## src/rtl/serial_frame_deserializer_pkg.sv

```systemverilog
// Shared definitions for the serial frame deserializer: default geometry,
// default sync pattern and the FSM state encoding.
package serial_frame_deserializer_pkg;

    localparam int                  DEF_WIDTH   = 4;
    localparam int                  DEF_NIBBLES = 2;
    localparam int                  DEF_CNTW    = 16;
    localparam logic [DEF_WIDTH-1:0] DEF_SYNC   = 4'b1101;

    // state   | meaning
    // ST_HUNT | searching the qualified bit stream for the sync nibble
    // ST_DATA | sync seen; collecting frame bits in the latched bit order
    typedef enum logic {
        ST_HUNT = 1'b0,
        ST_DATA = 1'b1
    } state_t;

endpackage

```

## src/rtl/bit_trans_counter.sv

```systemverilog
// Saturating counter of value changes between consecutive qualified bits on
// a serial line. The first qualified bit after reset only primes the history.
module bit_trans_counter #(
    parameter int CNTW = 16
) (
    input  logic            CLK,
    input  logic            RESET_L,
    input  logic            ENB,
    input  logic            S_IN,
    output logic [CNTW-1:0] TRANS_CNT
);

    logic            prev_bit;
    logic            prev_vld;
    logic [CNTW-1:0] cnt;

    // Track the previous qualified bit and count changes, holding at all-ones.
    always_ff @(posedge CLK) begin
        if (!RESET_L) begin
            prev_bit <= 1'b0;
            prev_vld <= 1'b0;
            cnt      <= '0;
        end else if (ENB) begin
            prev_bit <= S_IN;
            prev_vld <= 1'b1;
            if (prev_vld && (S_IN != prev_bit) && !(&cnt))
                cnt <= cnt + 1'b1;
        end
    end

    assign TRANS_CNT = cnt;

endmodule

```

## src/rtl/serial_frame_deserializer.sv

```systemverilog
// Hunts a qualified serial stream for a sync nibble, assembles the following
// NIBBLES nibbles into one frame and offers it on a VALID/READY handshake.
// A frame that completes while an unconsumed one is still held is dropped and
// flagged on the sticky OVERRUN output.
//
// state   | meaning
// ST_HUNT | shifting bits through the sync window using live DIR
// ST_DATA | LOCKED; shifting frame bits using the DIR latched at sync
module serial_frame_deserializer
    import serial_frame_deserializer_pkg::*;
#(
    parameter int               WIDTH   = DEF_WIDTH,
    parameter logic [WIDTH-1:0] SYNC    = DEF_SYNC,
    parameter int               NIBBLES = DEF_NIBBLES,
    parameter int               CNTW    = DEF_CNTW
) (
    input  logic                     CLK,
    input  logic                     RESET_L,
    input  logic                     ENB,
    input  logic                     S_IN,
    input  logic                     DIR,
    input  logic                     READY,
    output logic [WIDTH*NIBBLES-1:0] Q,
    output logic                     VALID,
    output logic                     LOCKED,
    output logic                     OVERRUN,
    output logic [CNTW-1:0]          TRANS_CNT
);

    localparam int F      = WIDTH * NIBBLES;
    localparam int FILL_W = $clog2(WIDTH + 1);
    localparam int BCNT_W = (F > 1) ? $clog2(F) : 1;

    state_t              state_q, state_d;
    logic [WIDTH-1:0]    win_q, win_d, win_shift;
    logic [FILL_W-1:0]   fill_q, fill_d, fill_inc;
    logic [BCNT_W-1:0]   bcnt_q, bcnt_d;
    logic [F-1:0]        sh_q, sh_d, sh_shift;
    logic                dir_q, dir_d;
    logic [F-1:0]        q_q, q_d;
    logic                valid_q, valid_d;
    logic                overrun_q, overrun_d;

    // Candidate next values for the window (live DIR) and frame (latched DIR).
    assign win_shift = DIR   ? {S_IN, win_q[WIDTH-1:1]} : {win_q[WIDTH-2:0], S_IN};
    assign sh_shift  = dir_q ? {S_IN, sh_q[F-1:1]}      : {sh_q[F-2:0], S_IN};
    assign fill_inc  = (fill_q == FILL_W'(WIDTH)) ? fill_q : fill_q + 1'b1;

    // State and datapath registers; reset overrides everything.
    always_ff @(posedge CLK) begin
        if (!RESET_L) begin
            state_q   <= ST_HUNT;
            win_q     <= '0;
            fill_q    <= '0;
            bcnt_q    <= '0;
            sh_q      <= '0;
            dir_q     <= 1'b0;
            q_q       <= '0;
            valid_q   <= 1'b0;
            overrun_q <= 1'b0;
        end else begin
            state_q   <= state_d;
            win_q     <= win_d;
            fill_q    <= fill_d;
            bcnt_q    <= bcnt_d;
            sh_q      <= sh_d;
            dir_q     <= dir_d;
            q_q       <= q_d;
            valid_q   <= valid_d;
            overrun_q <= overrun_d;
        end
    end

    // Next-state, frame assembly and handshake logic.
    always_comb begin
        state_d   = state_q;
        win_d     = win_q;
        fill_d    = fill_q;
        bcnt_d    = bcnt_q;
        sh_d      = sh_q;
        dir_d     = dir_q;
        q_d       = q_q;
        valid_d   = valid_q;
        overrun_d = overrun_q;

        // Consumption first; a frame loading on the same edge re-asserts VALID.
        if (valid_q && READY)
            valid_d = 1'b0;

        if (ENB) begin
            case (state_q)
                ST_HUNT: begin
                    win_d  = win_shift;
                    fill_d = fill_inc;
                    if ((fill_inc == FILL_W'(WIDTH)) && (win_shift == SYNC)) begin
                        state_d = ST_DATA;
                        dir_d   = DIR;
                        bcnt_d  = '0;
                        win_d   = '0;
                    end
                end
                ST_DATA: begin
                    sh_d   = sh_shift;
                    bcnt_d = bcnt_q + 1'b1;
                    if (bcnt_q == BCNT_W'(F - 1)) begin
                        // Frame complete: every frame must be preceded by a fresh sync.
                        state_d = ST_HUNT;
                        fill_d  = '0;
                        bcnt_d  = '0;
                        if (!valid_q || READY) begin
                            q_d     = sh_shift;
                            valid_d = 1'b1;
                        end else begin
                            overrun_d = 1'b1;
                        end
                    end
                end
                default: state_d = ST_HUNT;
            endcase
        end
    end

    bit_trans_counter #(
        .CNTW (CNTW)
    ) u_trans (
        .CLK       (CLK),
        .RESET_L   (RESET_L),
        .ENB       (ENB),
        .S_IN      (S_IN),
        .TRANS_CNT (TRANS_CNT)
    );

    assign Q       = q_q;
    assign VALID   = valid_q;
    assign LOCKED  = (state_q == ST_DATA);
    assign OVERRUN = overrun_q;

endmodule

```

## config.mk

```make
export PLATFORM = sky130hd
export DESIGN_NAME = serial_frame_deserializer
export DESIGN_NICKNAME = d
export VERILOG_FILES = /design/src/rtl/serial_frame_deserializer_pkg.sv /design/src/rtl/bit_trans_counter.sv /design/src/rtl/serial_frame_deserializer.sv
export SDC_FILE = /design/constraint.sdc
export NUM_CORES = 1
export LEC_CHECK = 0
export ABC_CLOCK_PERIOD_IN_PS = 5210
export CAP_MARGIN = 30
export CORE_UTILIZATION = 50
export CTS_CLUSTER_DIAMETER = 40
export DETAILED_ROUTE_END_ITERATION = 16
export PLACE_DENSITY = 0.73
export SLEW_MARGIN = 40
export SYNTH_ARGS = -nofsm -noshare
export SYNTH_HDL_FRONTEND = slang
export SYNTH_SLANG_ARGS = --single-unit
```

## constraint.sdc

```tcl
create_clock -name CLK -period 5.21 [get_ports CLK]
set_clock_uncertainty 0.15 [all_clocks]
set_input_delay 1.042 -clock CLK [delete_from_list [all_inputs] [get_ports CLK]]
set_output_delay 1.042 -clock CLK [all_outputs]
set_load 0.05 [all_outputs]
```

# Word level (Yosys, flattened, before mapping)
# Cells that the tools add are included.
[totals]
regBits = 48
in_bits = 6
output_inout_bits = 27
[op_classes]
addsub = 3
n_eq_ne = 7
muxes = 17
bitwise_logic = 2
n_reduce_logical = 16
[ops]
columns = ["cell", "count"]
rows = [
  ["$add 16x1->16 const B", 1],
  ["$reduce_and 16->1", 1],
  ["$mux 3", 4],
  ["$pmux 3 s2", 2],
  ["$reduce_and 2->1", 5],
  ["$eq 3x3->1 const B", 3],
  ["$mux 4", 2],
  ["$mux 8", 1],
  ["$reduce_and 4->1", 2],
  ["$mux 1", 7],
  ["$add 3x1->3 const B", 2],
  ["$eq 4x4->1 const B", 1],
  ["$logic_and 1x1->1", 4],
  ["$reduce_and 3->1", 1],
  ["$logic_not 1->1", 2],
  ["$ne 2x1->1 const B", 1],
  ["$ne 2x2->1 const B", 1],
  ["$not 1->1", 2],
  ["$pmux 1 s2", 1],
  ["$logic_or 1x1->1", 1],
  ["$ne 1x1->1", 1],
]

# Longest topological paths before layout
[depth]
word_depth = 6
ltp_mapped = 7
depth_no_buf = 6

# Cells and area by module
# Synthesis repeated with hierarchy kept, for this count alone.
[unflattened]
hier_cells = 265
hier_area_um2 = 2369.8
[by_module_without_submodules]
columns = ["mod", "instances", "cells_per_inst", "area_each_um2", "seq_area_each_um2"]
rows = [
  ["serial_frame_deserializer", 1, 152, 1400.1, 600.6],
  ["bit_trans_counter", 1, 113, 969.7, 360.3],
]

# Worst setup path before layout
# Ideal clock, no wire load.
[synth_path]
path_kind = "input-to-reg"
startpoint = "in S_IN"
endpoint = "reg u_trans.cnt[13], in the netlist u_trans.TRANS_CNT[13]"
arrival_ps = 2193
slack_ps = 2795
path_stages = 6
cell_sequence = "buf_2 xor2_1 nand4_1 clkbuf_1 nor4b_1 mux2i_1"
[synth_via]
elab_chain_cells = 4
[synth_rtl]
columns = ["element", "line", "text"]
rows = [
  ["start, declared", "serial_frame_deserializer.sv:20", "input logic S_IN,"],
  ["$ne 1x1->1", "bit_trans_counter.sv:26", "if (prev_vld && (S_IN != prev_bit) && !(&cnt))"],
  ["$logic_and 1x1->1 (2 in series)", "bit_trans_counter.sv:26", ""],
  ["$reduce_and 2->1 (no line)", "-", ""],
  ["end signal, assigned", "bit_trans_counter.sv:27", "cnt <= cnt + 1'b1;"],
  ["end, declared", "bit_trans_counter.sv:15", "logic [CNTW-1:0] cnt;"],
]
# No other way between the ends.
# A chain may end at the register's enable or synchronous reset.

# Worst setup path after layout
[layout_path]
startpoint = "in ENB"
endpoint = "reg q_q[2], in the netlist Q[2]"
[layout_via]
elab_chain_cells = 1
[layout_rtl]
columns = ["element", "line", "text"]
rows = [
  ["start, declared", "serial_frame_deserializer.sv:19", "input logic ENB,"],
  ["$reduce_and 4->1 (no line)", "-", ""],
  ["end signal, assigned", "serial_frame_deserializer.sv:68", "q_q <= q_d;"],
  ["end, declared", "serial_frame_deserializer.sv:40", "logic [F-1:0] q_q, q_d;"],
]
# No other way between the ends.

==> run summary <==
Most used DFF post-synth: dfxtp_1
H-tree depth: 2
metal1 wirelength: 2250 µm
initial antenna violation count: 0
Reg power frac: 58.5%
RD Place Congestion: 0.735
Ys Warns: 0
PortBufs: 32
vias per cell: 5.82
area used by multi-input combinational logic: 1250 µm²
share of layout cells above drive strength 1: 5.61%
Yosys top cell by area: dfxtp_1
CORE AREA: 4410 µm²
Startpoint Class: input pin
run status: complete, no violations
CTS tree: yes
top routing layer used: met4
Finished Layout Cells: 337
Cell Pwr Density: 234 nW/µm²
CTS Buf Count: 5
Worst R2R End: Q[2]
Reg area: 961 µm²
min Tclk post-route: 3220 ps
first-pass GRT wire length: 7720 µm
Synth async-reset ratio: 0%
ranking of synthesized cells by area: dfxtp_1 (41%), mux2i_1 (8.6%), a211oi_1 (5.5%)
metal3 WL: 123 µm
crit-path max FO: 20
post-cts hold buffer count: 0
Post-synth top cells: dfxtp_1 (48), nor2_1 (27), mux2i_1 (20)
detailed-route wire length: 4530 µm
unrepaired setup endpoints after global routing: no
Worst EP arrival: 3290 ps
First DRT Iteration DRCs: 121
number of global-route vias before repair: 1690
P_sw: 0.147 mW
# diodes: 0
largest net degree at the start of global routing: 28
pre-CTS setup slack: 1700 ps
DR DRC count: 0
clock latency on the worst-skew pair: 290 ps
Hold Crit Start: OVERRUN
# setup viols final: 0
post-synthesis cell type count: 46
Synth top area share: 41.4%
total congestion overflow: 0
reg2reg path depth: 4
CTS-repair resized insts: 0
CP Data Required Time: 5270 ps
fin crit share: 61.9%
Min-Delay Endpoint: OVERRUN
Post-synth EDFFs: 0
mapped cell area: 2320 µm²
die area: 4920 µm²
max cap viols: 0
Slew headroom: 53.3%
clk slew on worst S/H paths: 90 ps
Core Util, Final: 62.0%
clk buf depth: 2
DR vias: 1960
Post-DP HPWL: 3160 µm
reg-to-reg critical path startpoint: LOCKED
maximum VDD drop: 0.000124 V
Top Ports: 33
Setup WS post-layout: 1990 ps
Sink Count: 48
Post-Place Cell Area: 2640 µm²
fin nets: 295
hold path depth: 1
root buffer cell: clkbuf_8
FMAX: 310 MHz
worst slew pin tran: 695 ps
TNS Setup: 0 ps
Final Cell Area: 2740 µm²
combinational fraction of design power: 5.7%
Detail Route Antenna Nets: 0
fill count: 379
CP endpoint kind: register
Pint: 0.493 mW
Die Height: 70.1 µm
Switching Share: 23.0%
Die X-Extent: 70.1 µm
Post-CTS Setup Bufs: 0
Wirelength per Cell: 13.4 µm
met2 wire length: 2140 µm
Avg Cell Area, Syn: 8.89 µm²
drt pass-1 iters: 4
max-slew violations: 0
flop-to-flop setup slack: 2980 ps
HP Class: register to register
register area share after synthesis: 41.4%
row cnt: 24
Leak: 0.877 nW
Initial Util: 52.6%
syn_nets: 272
final hold vios: 0
gr usage total: 19.4%
Clk network pwr share: 35.8%
synthesized flop and latch total: 48
Post-Synthesis Cells: 261
area grow syn2layout: 18.0%
Cells after DPL: 329
top-count cell post-synth: dfxtp_1
class of the most critical setup path: input pin to register
[critical path: stages]
cell             delay (ps)
clkdlybuf4s50_1         730
and2_1                  610
and3_1                  590
nor2_1                   80
a211oi_1                220
[cell families (layout without fill, tap and decap cells)]
family | count (synthesis) | count (layout) | synth area share [%]
buf+inv | 25 | 49 | 4.64
xor+xnor | 1 | 1 | 0.378
fa+ha+maj | 5 | 5 | 2.70
compound gates | 58 | 58 | 16.6
mux | 20 | 20 | 8.63
simple gates | 104 | 104 | 25.7
flops | 48 | 48 | 41.4
[through the flow]
| stage | hold slack [ps] | total power [mW] |
|---|---|---|
| 6_report | 327 | 0.639 |
| 5_1_grt | 355 | 0.667 |
| 4_1_cts | 333 | 0.648 |
| 3_3_place_gp | 312 | 0.419 |
| 2_1_floorplan | 305 | 0.409 |
| 3_5_place_dp | 306 | 0.419 |
[worst max-delay path by stage]
stage	cells after the start	slack (ps)	endpoint	startpoint
floorplan	6	2790	u_trans.TRANS_CNT[13]	S_IN
global route	5	1700	Q[0]	ENB
finish	5	1990	Q[2]	ENB
global placement	5	1760	Q[0]	ENB
detailed placement	5	1700	Q[7]	ENB
CTS	5	2000	Q[2]	ENB
[power groups by stage]
stage	Combinational [mW]	Clock (mW)	Sequential [mW]
after CTS	0.0363	0.238	0.374
after detailed placement	0.0363	0	0.383
after global routing	0.0401	0.251	0.375
after global placement	0.0359	0	0.383
final	0.0363	0.229	0.374
after floorplan	0.0248	0	0.384
[sequential cells by signal, indices dropped and copies added, names as in the netlist, 3 cells and up]
signal and flops:
win_q 4, sh_q 8, Q 8, u_trans.TRANS_CNT 16, fill_q 3, bcnt_q 3
[layout by cell type, fill, tap and decap left out, types with 2 or more instances in the layout]
| master | instances |
|---|---|
| ha_1 | 5 |
| dfxtp_1 | 48 |
| nand2b_1 | 8 |
| nand4_1 | 4 |
| or4_1 | 6 |
| o31ai_1 | 9 |
| a211oi_1 | 17 |
| nor2_1 | 27 |
| nand3_1 | 10 |
| and3_1 | 2 |
| a21oi_1 | 14 |
| buf_4 | 3 |
| or3_1 | 2 |
| a31oi_1 | 2 |
| o21a_1 | 3 |
| mux2i_1 | 20 |
| o21ai_0 | 7 |
| inv_1 | 5 |
| clkdlybuf4s50_1 | 32 |
| nor4_1 | 6 |
| clkbuf_8 | 6 |
| nand2_1 | 18 |
| nor3_1 | 2 |
| nor3b_1 | 2 |
| nand3b_1 | 5 |
[cell type report]
class / count / share of cell area [%]
multi-input combinational: 188 / 45.7
sequential: 48 / 35.1
timing repair buffer: 35 / 12.5
clock buffer: 7 / 3.16
tap: 52 / 2.38
inverter: 6 / 0.823
clock inverter: 1 / 0.274
[metal layers]
| layer | vias up | GRT usage, % |
|---|---|---|
| met1 | 914 | 26.0 |
| met2 | 38 | 31.0 |
| met5 | - | 0 |
| li1 | 1006 | - |
| met3 | 2 | 4.91 |
| met4 | 0 | 5.33 |
(Power assumes the default switching activity.)
